==> src/rtl/instr_loader_if.sv <==
// Byte-stream input and instruction-memory write port of the boot loader.
// Handshake: a byte moves on any rising edge where byte_valid_i && byte_ready_o; ready never depends on valid.
interface instr_loader_if;
  logic        start_i;
  logic [7:0]  byte_i;
  logic        byte_valid_i;
  logic        byte_ready_o;
  logic        wr_en_o;
  logic [31:0] wr_addr_o;
  logic [31:0] wr_data_o;
  logic        cpu_hold_o;
  logic        done_o;
  logic        err_o;

  modport master (
    output start_i, byte_i, byte_valid_i,
    input  byte_ready_o, wr_en_o, wr_addr_o, wr_data_o, cpu_hold_o, done_o, err_o
  );

  modport slave (
    input  start_i, byte_i, byte_valid_i,
    output byte_ready_o, wr_en_o, wr_addr_o, wr_data_o, cpu_hold_o, done_o, err_o
  );
endinterface

==> src/rtl/instr_loader.sv <==
// Boot loader: length-prefixed big-endian byte stream -> sequential instruction-memory writes.
// Optional trailing XOR checksum byte when LOADER_CHECKSUM_EN is defined.
module instr_loader #(
    parameter int          MAX_WORDS = 256,
    parameter logic [31:0] BASE_ADDR = 32'h0000_0000
) (
    input  logic           clk_i,
    input  logic           rst_i,
    instr_loader_if.slave  bus,
    output logic [2:0]     dbg_state_o
);

    typedef enum logic [2:0] {
        S_IDLE,
        S_LEN_HI,
        S_LEN_LO,
        S_DATA,
        S_DONE,
        S_ERR
`ifdef LOADER_CHECKSUM_EN
        , S_CHK
`endif
    } state_t;

    // State entered once the length or last data word has been consumed.
`ifdef LOADER_CHECKSUM_EN
    localparam state_t S_TAIL = S_CHK;
`else
    localparam state_t S_TAIL = S_DONE;
`endif

    localparam logic [15:0] MAX_N = 16'(MAX_WORDS);

    state_t      state_q, state_n;
    logic [15:0] len_q;
    logic [15:0] idx_q;
    logic [1:0]  bcnt_q;
    logic [23:0] asm_q;
    logic        wr_en_q;
    logic [31:0] wr_addr_q;
    logic [31:0] wr_data_q;
    logic        xfer;
    logic [15:0] len_n;
`ifdef LOADER_CHECKSUM_EN
    logic [7:0]  csum_q;
`endif

    assign xfer  = bus.byte_valid_i && bus.byte_ready_o;
    assign len_n = {len_q[15:8], bus.byte_i};

    always_ff @(posedge clk_i or posedge rst_i) begin
        if (rst_i) state_q <= S_IDLE;
        else       state_q <= state_n;
    end

    always_comb begin
        state_n          = state_q;
        bus.byte_ready_o = 1'b0;
        bus.done_o       = 1'b0;
        bus.err_o        = 1'b0;
        bus.cpu_hold_o   = 1'b1;
        case (state_q)
            S_IDLE: begin
                if (bus.start_i) state_n = S_LEN_HI;
            end
            S_LEN_HI: begin
                bus.byte_ready_o = 1'b1;
                if (xfer) state_n = S_LEN_LO;
            end
            S_LEN_LO: begin
                bus.byte_ready_o = 1'b1;
                if (xfer) begin
                    if (len_n == 16'd0)      state_n = S_TAIL;
                    else if (len_n > MAX_N)  state_n = S_ERR;
                    else                     state_n = S_DATA;
                end
            end
            S_DATA: begin
                bus.byte_ready_o = 1'b1;
                if (xfer && bcnt_q == 2'd3 && idx_q == len_q - 16'd1) state_n = S_TAIL;
            end
`ifdef LOADER_CHECKSUM_EN
            S_CHK: begin
                bus.byte_ready_o = 1'b1;
                if (xfer) state_n = (bus.byte_i == csum_q) ? S_DONE : S_ERR;
            end
`endif
            S_DONE: begin
                bus.done_o     = 1'b1;
                bus.cpu_hold_o = 1'b0;
                if (bus.start_i) state_n = S_LEN_HI;
            end
            S_ERR: begin
                bus.err_o = 1'b1;
                if (bus.start_i) state_n = S_LEN_HI;
            end
            default: state_n = S_IDLE;
        endcase
    end

    // Word assembly and write port; the strobe lands in the cycle after the 4th byte.
    always_ff @(posedge clk_i or posedge rst_i) begin
        if (rst_i) begin
            len_q     <= 16'd0;
            idx_q     <= 16'd0;
            bcnt_q    <= 2'd0;
            asm_q     <= 24'd0;
            wr_en_q   <= 1'b0;
            wr_addr_q <= 32'd0;
            wr_data_q <= 32'd0;
        end else begin
            wr_en_q <= 1'b0;
            case (state_q)
                S_LEN_HI: if (xfer) len_q[15:8] <= bus.byte_i;
                S_LEN_LO: begin
                    if (xfer) begin
                        len_q[7:0] <= bus.byte_i;
                        idx_q      <= 16'd0;
                        bcnt_q     <= 2'd0;
                    end
                end
                S_DATA: begin
                    if (xfer) begin
                        asm_q  <= {asm_q[15:0], bus.byte_i};
                        bcnt_q <= bcnt_q + 2'd1;
                        if (bcnt_q == 2'd3) begin
                            wr_en_q   <= 1'b1;
                            wr_data_q <= {asm_q, bus.byte_i};
                            wr_addr_q <= BASE_ADDR + {14'd0, idx_q, 2'b00};
                            idx_q     <= idx_q + 16'd1;
                        end
                    end
                end
                default: ;
            endcase
        end
    end

`ifdef LOADER_CHECKSUM_EN
    // Running XOR over length and data bytes; restarted on every new load.
    always_ff @(posedge clk_i or posedge rst_i) begin
        if (rst_i)
            csum_q <= 8'd0;
        else if (state_n == S_LEN_HI && state_q != S_LEN_HI)
            csum_q <= 8'd0;
        else if (xfer && state_q != S_CHK)
            csum_q <= csum_q ^ bus.byte_i;
    end
`endif

    assign bus.wr_en_o   = wr_en_q;
    assign bus.wr_addr_o = wr_addr_q;
    assign bus.wr_data_o = wr_data_q;
    assign dbg_state_o   = state_q;

endmodule

==> src/flat_wrapper.sv <==
// flat-port wrapper written by rule: the top's interface ports become plain ports
module instr_loader_flat 
#(
    parameter int          MAX_WORDS = 256,
    parameter logic [31:0] BASE_ADDR = 32'h0000_0000
)
  (clk_i, rst_i, dbg_state_o, bus_start_i, bus_byte_i, bus_byte_valid_i, bus_byte_ready_o, bus_wr_en_o, bus_wr_addr_o, bus_wr_data_o, bus_cpu_hold_o, bus_done_o, bus_err_o);
  instr_loader_if bus_i ();
  input  logic clk_i;
  input  logic rst_i;
  output logic [2:0] dbg_state_o;
  input wire logic [$bits(bus_i.start_i)-1:0] bus_start_i;
  input wire logic [$bits(bus_i.byte_i)-1:0] bus_byte_i;
  input wire logic [$bits(bus_i.byte_valid_i)-1:0] bus_byte_valid_i;
  output wire logic [$bits(bus_i.byte_ready_o)-1:0] bus_byte_ready_o;
  output wire logic [$bits(bus_i.wr_en_o)-1:0] bus_wr_en_o;
  output wire logic [$bits(bus_i.wr_addr_o)-1:0] bus_wr_addr_o;
  output wire logic [$bits(bus_i.wr_data_o)-1:0] bus_wr_data_o;
  output wire logic [$bits(bus_i.cpu_hold_o)-1:0] bus_cpu_hold_o;
  output wire logic [$bits(bus_i.done_o)-1:0] bus_done_o;
  output wire logic [$bits(bus_i.err_o)-1:0] bus_err_o;
  assign bus_i.start_i = bus_start_i;
  assign bus_i.byte_i = bus_byte_i;
  assign bus_i.byte_valid_i = bus_byte_valid_i;
  assign bus_byte_ready_o = bus_i.byte_ready_o;
  assign bus_wr_en_o = bus_i.wr_en_o;
  assign bus_wr_addr_o = bus_i.wr_addr_o;
  assign bus_wr_data_o = bus_i.wr_data_o;
  assign bus_cpu_hold_o = bus_i.cpu_hold_o;
  assign bus_done_o = bus_i.done_o;
  assign bus_err_o = bus_i.err_o;
  instr_loader #(.MAX_WORDS(MAX_WORDS), .BASE_ADDR(BASE_ADDR)) u_core (.clk_i(clk_i), .rst_i(rst_i), .bus(bus_i), .dbg_state_o(dbg_state_o));
endmodule
==> config.mk <==
export PLATFORM = sky130hd
export DESIGN_NAME = instr_loader_flat
export DESIGN_NICKNAME = d
export VERILOG_FILES = /design/src/rtl/instr_loader_if.sv /design/src/rtl/instr_loader.sv /design/src/flat_wrapper.sv
export SDC_FILE = /design/constraint.sdc
export NUM_CORES = 1
export LEC_CHECK = 0
export ABC_CLOCK_PERIOD_IN_PS = 3400
export CORE_MARGIN = 5
export CORE_UTILIZATION = 48
export CTS_BUF_LIST = sky130_fd_sc_hd__clkbuf_8 sky130_fd_sc_hd__clkbuf_16
export CTS_CLUSTER_SIZE = 40
export DETAILED_ROUTE_END_ITERATION = 12
export PLACE_DENSITY = 0.76
export SLEW_MARGIN = 20
export SYNTH_ARGS = -nofsm -noshare
export SYNTH_HDL_FRONTEND = slang
export SYNTH_SLANG_ARGS = --single-unit
==> constraint.sdc <==
create_clock -name clk_i -period 3.4 [get_ports clk_i]
set_input_delay 0.68 -clock clk_i [delete_from_list [all_inputs] [get_ports clk_i]]
set_output_delay 0.68 -clock clk_i [all_outputs]
set_load 0.1 [all_outputs]
==> results of run 1 <==
==> layout make-up <==
| class | count | area [um2] | area share |
|---|---|---|---|
| flip-flops and latches | 110 | 2750 | 0.456 |
| multi-input cells | 341 | 2220 | 0.368 |
| repair buffers | 76 | 651 | 0.108 |
| well taps | 136 | 170 | 0.0282 |
| clock buffers | 9 | 124 | 0.0205 |
| clock inverters | 7 | 72.6 | 0.0120 |
| inverters | 9 | 41.3 | 0.00685 |
==> cell families (layout without fill, tap and decap cells) <==
logic type,count (synthesis),count (layout),synth area share
AND/OR/NAND/NOR,189,189,0.171
flip-flops,110,110,0.534
multiplexers,61,61,0.133
buffers and inverters,51,101,0.0490
AO/OA/AOI/OAI,39,39,0.0486
XOR/XNOR,33,33,0.0561
adder cells (fa/ha/maj),3,3,0.00728
other,1,16,0.000728
==> synthesized netlist by cell type, types with 4 or more instances <==
cell type,instances,area (um2)
nor2b_1,4,25.0
xnor2_1,17,149
o21ai_0,12,60.1
nand4_1,10,62.6
clkbuf_1,25,93.8
nand2_1,94,353
nand3_1,8,40.0
dfrtp_1,110,2750
or3_1,4,25.0
mux2_2,59,664
inv_1,8,30.0
buf_4,16,120
a21oi_1,8,40.0
xor2_1,16,140
nor2_1,29,109
nor4_1,8,50.1
nor3_1,8,40.0
==> stage by stage <==
stage                     area [um2]  power [mW]  hold WS (ps)
after CTS                       6030        5.59           479
after global routing            6030        5.87           510
after detailed placement        5840        4.83           452
after global placement          5840        4.76           450
after floorplan                 5220        4.23           433
final                           6030        5.57           475
==> power by group <==
group          switching (mW)  internal, mW  leakage, nW
logic                    1.87         0.799         1.31
registers               0.427          1.71         1.44
clock network           0.480         0.284       0.0929
==> routing by layer <==
layer	GRT usage	vias up	routed length, um
met2	0.284	116	5080
met4	0.0665	0	191
met5	0	-	0
met1	0.259	1824	5230
met3	0.0276	14	597
li1	-	1746	-
==> final timing paths <==
path	endpoint	cells past startpoint
setup / recovery	u_core.dbg_state_o[2]	8
hold / removal	u_core.bus.wr_data_o[28]	2
setup reg to reg	u_core.dbg_state_o[2]	8
hold reg to reg	u_core.bus.wr_data_o[28]	2
max in group asynchronous	u_core.idx_q[14]	3
min in group asynchronous	u_core.bus.wr_data_o[27]	2
==> registers in the layout (all words and copies together), names as in the netlist <==
register              count
u_core.asm_q             24
u_core.idx_q             16
u_core.len_q             16
u_core.dbg_state_o        3
u_core.bus.wr_en_o        1
u_core.bus.wr_addr_o     16
u_core.bcnt_q             2
u_core.bus.wr_data_o     32
==> critical path: cells and delay by family, from the launching register on <==
kind | cells | cell delay [ps]
and+or+nand+nor | 3 | 1320
AOI/OAI and AO/OA | 3 | 600
DFF | 1 | 440
adders and majority gates | 1 | 210
buffers and inverters | 1 | 100
==> cell usage in the layout (no fill, tap or decap), types with 3 or more instances in the layout <==
master / Yosys / layout
clkdlybuf4s50_1: 0 / 22
a21oi_1: 8 / 8
nor3_1: 8 / 8
nor2b_1: 4 / 4
or2_2: 3 / 3
mux2_2: 59 / 59
conb_1: 1 / 16
nor2_1: 29 / 29
a41oi_1: 3 / 3
buf_4: 16 / 52
ha_1: 3 / 3
or3_1: 4 / 4
clkbuf_8: 0 / 9
xnor2_1: 17 / 17
clkinvlp_4: 0 / 4
nand4_1: 10 / 10
o21ai_0: 12 / 12
nand3_1: 8 / 7
nor4_1: 8 / 8
dfrtp_1: 110 / 110
inv_1: 8 / 6
nand2_1: 94 / 94
nand2b_1: 3 / 3
xor2_1: 16 / 16
or4_1: 3 / 3
==> metrics.yaml, run 1 <==
ys_types: 50
ys_ff_latch: 110
timing.rr.start: "u_core.len_q[0]"
synth.avg_cell_area_um2: 10.6
clk_pin_slew_worst_paths_ps: 110
r2r_slack_ps: 640
finalNonFillerCells: 688
crit_path_start: "u_core.len_q[0]"
drt_iter0_drc: 200
drv_cap: 0
timing.fmax_mhz: 363
grt_antenna_before_repair: 0
ys.warnings.count: 0
cts_root_buffer: "clkbuf_8"
die_x_um: 114
post-route-util: 0.579
htree_num_levels: 3
synthFlopType: "dfrtp_1"
syn_area_um2: 5150
skew_ps: 11.9
worstPathCellList: "inv_1 -> ha_1 -> or3b_2 -> nor3_1 -> a221oi_1 -> o21ai_0 -> or4b_1 -> o21ai_1"
relSlewSlack: 0.350
gp_congestion: 0.894
clockBufferDepth: 2
layout_setup_ws_ps: 644
crit_path_end_kind: "flop"
p_per_area_nw_per_um2: 924
routedWlPerCell_um: 16.1
leakage_nw: 2.85
drc_errors: 0
die_h_um: 114
post-route-period-util: 0.810
cts_resized: 0
critPathLaunchType: "flop"
io_buffers: 67
tritoncts: "done"
wl_mm: 11.1
clock_sinks: 110
die_area_um2: 12900
fillers: 920
via_per_inst: 5.38
ir_worst_vdd_v: 0.000530
grt_pass1_wl_mm: 18.8
postCtsSetupBuffers: 0
async_reset_ff_frac: 1.00
via_count: 3700
clk_latency_ps: 380
syn_inst: 487
gr-usage-all-layers: 0.182
hp-class: "flop to flop"
grt-ovfl-total: 0
min_from: "u_core.asm_q[20]"
io_pins: 84
dr.pass1.iters: 4
row_count: 37
ys_seq_area_frac: 0.534
grt_max_degree: 48
diodes: 0
grt_pass1_vias: 3636
fin_setup_tns_ps: 0
drv_slew: 0
path_class: "flop to flop"
num-nets-final: 562
synth_edf_count: 0
initial_core_util: 0.495
critPathMaxStageDelay_ps: 530
crit_slowest_cell: "or3b_2"
layout_min_cycle_time_ps: 2760
outcome: "finished, final reports clean"
core_area_um2: 10400
synthToLayoutAreaGrowth_pct: 17.0
drtAntennaViolNets: 0
final_hold_viol_count: 0
setup_viol: 0
cp.arrival_ps: 3060
dp.final_hpwl_mm: 8.15
cts_buffers: 9
drive_gt1_frac: 0.252
place_inst: 672
tightestPinTransition_ps: 973
crit_fanout: 5
rsz0062_at_grt: "false"
holdBufCountCts: 0
post-place-ws_ps: 667
required_ps: 3700
Power figures use the tool's default switching activity.
==> inputs of run 2 (changes only) <==
--- a/config.mk
+++ b/config.mk
@@ -5,7 +5,7 @@
 export SDC_FILE = /design/constraint.sdc
 export NUM_CORES = 1
 export LEC_CHECK = 0
-export ABC_CLOCK_PERIOD_IN_PS = 3400
+export ABC_CLOCK_PERIOD_IN_PS = 2200
 export CORE_MARGIN = 5
 export CORE_UTILIZATION = 48
 export CTS_BUF_LIST = sky130_fd_sc_hd__clkbuf_8 sky130_fd_sc_hd__clkbuf_16
==> constraint.sdc (replaced) <==
create_clock -name clk_i -period 2.2 [get_ports clk_i]
set_input_delay 0.44 -clock clk_i [delete_from_list [all_inputs] [get_ports clk_i]]
set_output_delay 0.44 -clock clk_i [all_outputs]
set_load 0.1 [all_outputs]
==> run 2 against run 1 <==
Critical path depth is 2 lower. Maximum frequency is 21% higher. Setup slack worse by 710 ps. Highest routed layer is now met5. Routed wire length is 5.2% higher. Die area stayed put. Sequential share of layout area is 3.1 points lower. Cell count is 5.7% higher. Combinational power is 81% higher. Via count is 2.8% higher. The run now ends with negative setup slack left.
==> metrics.yaml, run 2 (synthesis results as in run 1) <==
final_hold_viol_count: 0  # unchanged
critical_path_buf_inv_count: 0  # -1
critPathMaxStageDelay_ps: 580  # +50 ps
drc_errors: 0  # unchanged
skew_ps: 12.0  # +0.0573 ps
violations: "negative setup slack"
grt_pass1_wl_mm: 19.5  # +4.1%
timing.fmax_mhz: 441  # +21%
fillers: 877  # -4.7%
initial_core_util: 0.495  # unchanged
post-route-period-util: 1.03  # +0.221
largest_register_ffs: 32  # unchanged
regArea_um2: 2760  # +0.14%
num-nets-final: 602  # +7.1%
outcome: "complete, but fails checks"
drv_cap: 0  # unchanged
clock_sinks: 110  # unchanged
worstPathCellList: "or4_4 -> or4_4 -> a21oi_2 -> a21oi_2 -> or3_1 -> o21ai_1"
via_count: 3805  # +2.8%
multi_input_area_um2: 2350  # +5.7%
die_h_um: 114  # unchanged
drt_iter0_drc: 187  # -6.5%
die_x_um: 114  # unchanged
leakage_nw: 3.11  # +9.2%
critPathLaunchType: "flop"
dr.pass1.iters: 7  # +3
worstHoldEndpoint: "u_core.bus.wr_data_o[29]"
cts_root_buffer: "clkbuf_8"
tritoncts: "done"
place_inst: 708  # +5.4%
p_per_area_nw_per_um2: 1420  # +54%
r2r-end: "u_core.dbg_state_o[2]"
tightestPinTransition_ps: 562  # -411 ps
fin_hold_ws_ps: 471  # -3.93 ps
crit_fanout: 4  # -1
relSlewSlack: 0.625  # +0.276
crit_slowest_cell: "or4_4"
row_count: 37  # unchanged
path_delay_family: "simple AND/OR/NAND/NOR gates"
drtAntennaViolNets: 0  # unchanged
dp.final_hpwl_mm: 8.62  # +5.7%
routedWlPerCell_um: 16.1  # -0.41%
gr-usage-all-layers: 0.190  # +0.00809
drive_gt1_frac: 0.360  # +0.109
grt_pass1_vias: 3856  # +6.1%
layout_setup_ws_ps: -69.4  # -714 ps
cts_buffers: 9  # unchanged
r2r_slack_ps: -70  # -710 ps
stdcell_area_um2: 6480  # +7.4%
post_dp_cell_area_um2: 6200  # +6.2%
ir_worst_vdd_v: 0.000878  # +66%
grt-ovfl-total: 0  # unchanged
io_pins: 84  # unchanged
p_total_mw: 9.20  # +65%
crit_path_end_kind: "flop"
gp_congestion: 0.856  # -4.3%
final_common_cell: "dfrtp_1"
hold_depth: 2  # unchanged
fin_setup_tns_ps: -144  # -144 ps
die_area_um2: 12900  # unchanged
via_per_inst: 5.23  # -2.7%
htree_num_levels: 3  # unchanged
timing.rr.start: "u_core.len_q[2]"
cp.depth: 6  # -2
min_from: "u_core.asm_q[21]"
layout_min_cycle_time_ps: 2270  # -486 ps
required_ps: 2510  # -1190 ps
path_class: "flop to flop"
core_area_um2: 10400  # unchanged
wl_mm: 11.7  # +5.2%
grt_antenna_before_repair: 1  # +1
final_cell_mix: "dfrtp_1, buf_4, nand2_1, mux2_2, nor2_1"
finalNonFillerCells: 727  # +5.7%
r2r_cells: 6  # -2
setup_viol: 3  # +3
hp-class: "flop to flop"
cp.arrival_ps: 2580  # -480 ps
diodes: 0  # unchanged
clk_pin_slew_worst_paths_ps: 110  # about the same
clockBufferDepth: 2  # unchanged
rsz0062_at_grt: "true"
clk_latency_ps: 370  # about the same
synthToLayoutAreaGrowth_pct: 25.7
io_buffers: 67  # unchanged
drv_slew: 0  # unchanged
holdBufCountCts: 0  # unchanged
grt_max_degree: 111  # +130%
[run 2: tightest hold or removal path, stage by stage (launching register included)]
cell	delay (ps)
dfrtp_1	350
nand2_1	50
nand2_1	50
[run 2: worst max path at each step]
stage | from | endpoint | slack [ps]
global placement | u_core.len_q[0] | u_core.dbg_state_o[1] | -20
finish | u_core.len_q[2] | u_core.dbg_state_o[2] | -70
CTS | u_core.len_q[2] | u_core.dbg_state_o[2] | -50
detailed placement | u_core.len_q[0] | u_core.dbg_state_o[2] | -90
global route | u_core.len_q[2] | u_core.dbg_state_o[2] | -140
floorplan | u_core.dbg_state_o[0] | bus_done_o | -890
[run 2: layer usage]
layer | GRT usage | share of wire | wire length, um | up-vias
li1 | - | - | - | 1836
met1 | 0.258 | 0.46 | 5340 | 1875
met2 | 0.310 | 0.48 | 5570 | 76
met3 | 0.0371 | 0.047 | 548 | 16
met4 | 0.0593 | 0.018 | 205 | 2
met5 | 0 | 0.0011 | 13 | -
[run 2: timing repair]
action | in CTS | in global routing
buffers inserted | 3 | 1
gates resized for setup | 8 | 8
endpoints found under the setup margin | 3 | 3
pin swaps | 5 | 0
[run 2: final cells by class]
type,count,area share
clock buffer,9,0.0191
clock inverter,6,0.00715
inverter,9,0.00715
multi-input combinational,341,0.363
sequential,110,0.426
tap,136,0.0263
timing repair buffer,116,0.152
[run 2: metrics by stage]
stage          setup slack, ps   util
2_1_floorplan             -888      -
3_3_place_gp             -23.8  0.595
3_5_place_dp             -89.5  0.595
4_1_cts                  -47.6  0.617
5_1_grt                   -140  0.622
6_report                 -69.4  0.622
[run 2: power by group]
group          total [mW]  internal [mW]  switching (mW)
Clock                1.11          0.416           0.694
Combinational        4.82           1.65            3.17
Sequential           3.27           2.65           0.619
Total                9.20           4.72            4.48
==> inputs of run 3 (changes only) <==
--- a/config.mk
+++ b/config.mk
@@ -5,7 +5,7 @@
 export SDC_FILE = /design/constraint.sdc
 export NUM_CORES = 1
 export LEC_CHECK = 0
-export ABC_CLOCK_PERIOD_IN_PS = 2200
+export ABC_CLOCK_PERIOD_IN_PS = 1900
 export CORE_MARGIN = 5
 export CORE_UTILIZATION = 48
 export CTS_BUF_LIST = sky130_fd_sc_hd__clkbuf_8 sky130_fd_sc_hd__clkbuf_16
==> constraint.sdc (replaced) <==
create_clock -name clk_i -period 1.9 [get_ports clk_i]
set_input_delay 0.38 -clock clk_i [delete_from_list [all_inputs] [get_ports clk_i]]
set_output_delay 0.38 -clock clk_i [all_outputs]
set_load 0.1 [all_outputs]
==> run 3 against run 2 <==
The flow still finishes with violations (negative setup slack). Critical path type unchanged. Via count up 4.3%. Utilization rose by 7.3 points. Clock skew is 6.0 ps lower. Highest routed layer is now met4. Die area stayed put.
==> metrics.yaml, run 3 (synthesis results as in run 1) <==
num-nets-final: 638  # +6.0%
crit_slowest_cell: "or4b_1"
clockBufferDepth: 2  # unchanged
post-route-period-util: 1.18  # +0.150
grt_pass1_vias: 4042  # +4.8%
post_dp_cell_area_um2: 6910  # +12%
dr.pass1.iters: 4  # -3
timing.fmax_mhz: 446  # +1.1%
die_h_um: 114  # unchanged
regArea_um2: 2760  # unchanged
grt_pass1_wl_mm: 20.7  # +5.8%
ir_worst_vdd_v: 0.00113  # +29%
grt_max_degree: 42  # -62%
leakage_nw: 3.41  # +9.8%
worstPathCellList: "inv_1 -> ha_2 -> nor3b_2 -> buf_4 -> nand4_1 -> nor3_2 -> o311ai_2 -> or4b_1 -> o21ai_1"
fillers: 778  # -11%
row_count: 37  # unchanged
grt_antenna_before_repair: 0  # -1
critPathLaunchType: "flop"
io_buffers: 67  # unchanged
place_inst: 738  # +4.2%
layout_min_cycle_time_ps: 2240  # -24.7 ps
drt_iter0_drc: 166  # -11%
via_per_inst: 5.20  # -0.74%
rsz0062_at_grt: "true"
routedWlPerCell_um: 16.2  # +1.0%
die_x_um: 114  # unchanged
die_area_um2: 12900  # unchanged
clk_pin_slew_worst_paths_ps: 110  # about the same
tritoncts: "done"
via_count: 3969  # +4.3%
p_per_area_nw_per_um2: 1590  # +12%
post-route-util: 0.695  # +0.0730
grt-ovfl-total: 0  # unchanged
htree_num_levels: 3  # unchanged
clock_sinks: 110  # unchanged
wl_mm: 12.4  # +6.2%
drive_gt1_frac: 0.393  # +0.0329
drc_errors: 0  # unchanged
clk_latency_ps: 370  # about the same
initial_core_util: 0.495  # unchanged
drtAntennaViolNets: 0  # unchanged
drv_slew: 0  # unchanged
required_ps: 2200  # -310 ps
cts_buffers: 9  # unchanged
skew_ps: 5.97  # -6.00 ps
holdBufCountCts: 0  # unchanged
layout_setup_ws_ps: -345  # -275 ps
synthToLayoutAreaGrowth_pct: 40.4
outcome: "complete, but fails checks"
cts_root_buffer: "clkbuf_8"
largest_register_ffs: 32  # unchanged
crit_fanout: 4  # unchanged
core_area_um2: 10400  # unchanged
violations: "negative setup slack"
gp_congestion: 0.897  # +4.8%
dp.final_hpwl_mm: 9.38  # +8.8%
hp-class: "input port to asynchronous set/reset pin"
diodes: 0  # unchanged
crit_path_end_kind: "flop"
final_cell_mix: "dfrtp_1, nand2_1, buf_4, mux2_2, buf_12"
finalNonFillerCells: 764  # +5.1%
setup_viol: 3  # unchanged
io_pins: 84  # unchanged
critPathMaxStageDelay_ps: 480  # -100 ps
drv_cap: 0  # unchanged
gr-usage-all-layers: 0.203  # +0.0131
final_common_cell: "dfrtp_1"
stdcell_area_um2: 7240  # +12%
final_hold_viol_count: 0  # unchanged
multi_input_area_um2: 2340  # -0.21%
path_class: "flop to flop"
cp.arrival_ps: 2540  # -40 ps
## run 3: cell count changes in the layout (fill, tap and decap cells not counted), moves of 2 or more
| cell | previous run | this run |
|---|---|---|
| buf_12 | 7 | 46 |
| a21boi_0 | 2 | 0 |
| ha_2 | 0 | 2 |
| buf_4 | 98 | 94 |
| inv_1 | 3 | 6 |
| inv_2 | 3 | 1 |
| nor4_2 | 2 | 0 |
## run 3: final cells by class
| cell class | instances | area share |
|---|---|---|
| Clock inverter | 7 | 0.00691 |
| Sequential cell | 110 | 0.381 |
| Inverter | 9 | 0.00640 |
| Tap cell | 136 | 0.0235 |
| Clock buffer | 9 | 0.0171 |
| Timing Repair Buffer | 152 | 0.241 |
| Multi-Input combinational cell | 341 | 0.324 |
## run 3: repair_timing
action | CTS | global route
gates resized for setup | 9 | 10
endpoints found under the setup margin | 6 | 7
pin swaps | 8 | 5
buffers inserted | 9 | 2
## run 3: path summary, 6_finish.rpt
| kind | startpoint | end | slack (ps) | cells after the start |
|---|---|---|---|---|
| min in group clk_i | u_core.asm_q[21] | u_core.bus.wr_data_o[29] | 480 | 2 |
| max | u_core.len_q[1] | u_core.dbg_state_o[2] | -340 | 9 |
| max in group asynchronous | rst_i | u_core.dbg_state_o[1] | 1010 | 3 |
| min | rst_i | u_core.asm_q[4] | 360 | 2 |
| min reg2reg | u_core.asm_q[21] | u_core.bus.wr_data_o[29] | 480 | 2 |
| max reg2reg | u_core.len_q[1] | u_core.dbg_state_o[2] | -340 | 9 |
## run 3: power breakdown
group / switching [mW] / total, mW / internal, mW
logic: 3.90 / 6.46 / 2.56
clock network: 0.817 / 1.30 / 0.485
registers: 0.641 / 3.71 / 3.07
## run 3: through the flow
step	setup TNS [ps]	hold WS [ps]	power (mW)	setup slack, ps
floorplan	-9950	433	7.74	-1130
global placement	-12920	448	9.86	-336
detailed placement	-15790	458	9.99	-420
CTS	-937	351	11.5	-319
global route	-1320	366	12.1	-452
finish	-965	358	11.5	-345
## run 3: critical path: cells and delay by family (launching register included)
| kind | cells | cell delay [ps] |
|---|---|---|
| buffers and inverters | 2 | 290 |
| AND/OR/NAND/NOR | 4 | 1010 |
| adder cells (fa/ha/maj) | 1 | 210 |
| AO/OA/AOI/OAI | 2 | 260 |
| flip-flops | 1 | 420 |
## run 3: layer usage
layer | global-route usage | vias to the layer above | wire length, um
met3 | 0.0350 | 11 | 565
met2 | 0.333 | 94 | 6010
li1 | - | 1890 | -
met1 | 0.276 | 1974 | 5670
met4 | 0.0665 | 0 | 148
met5 | 0 | - | 0
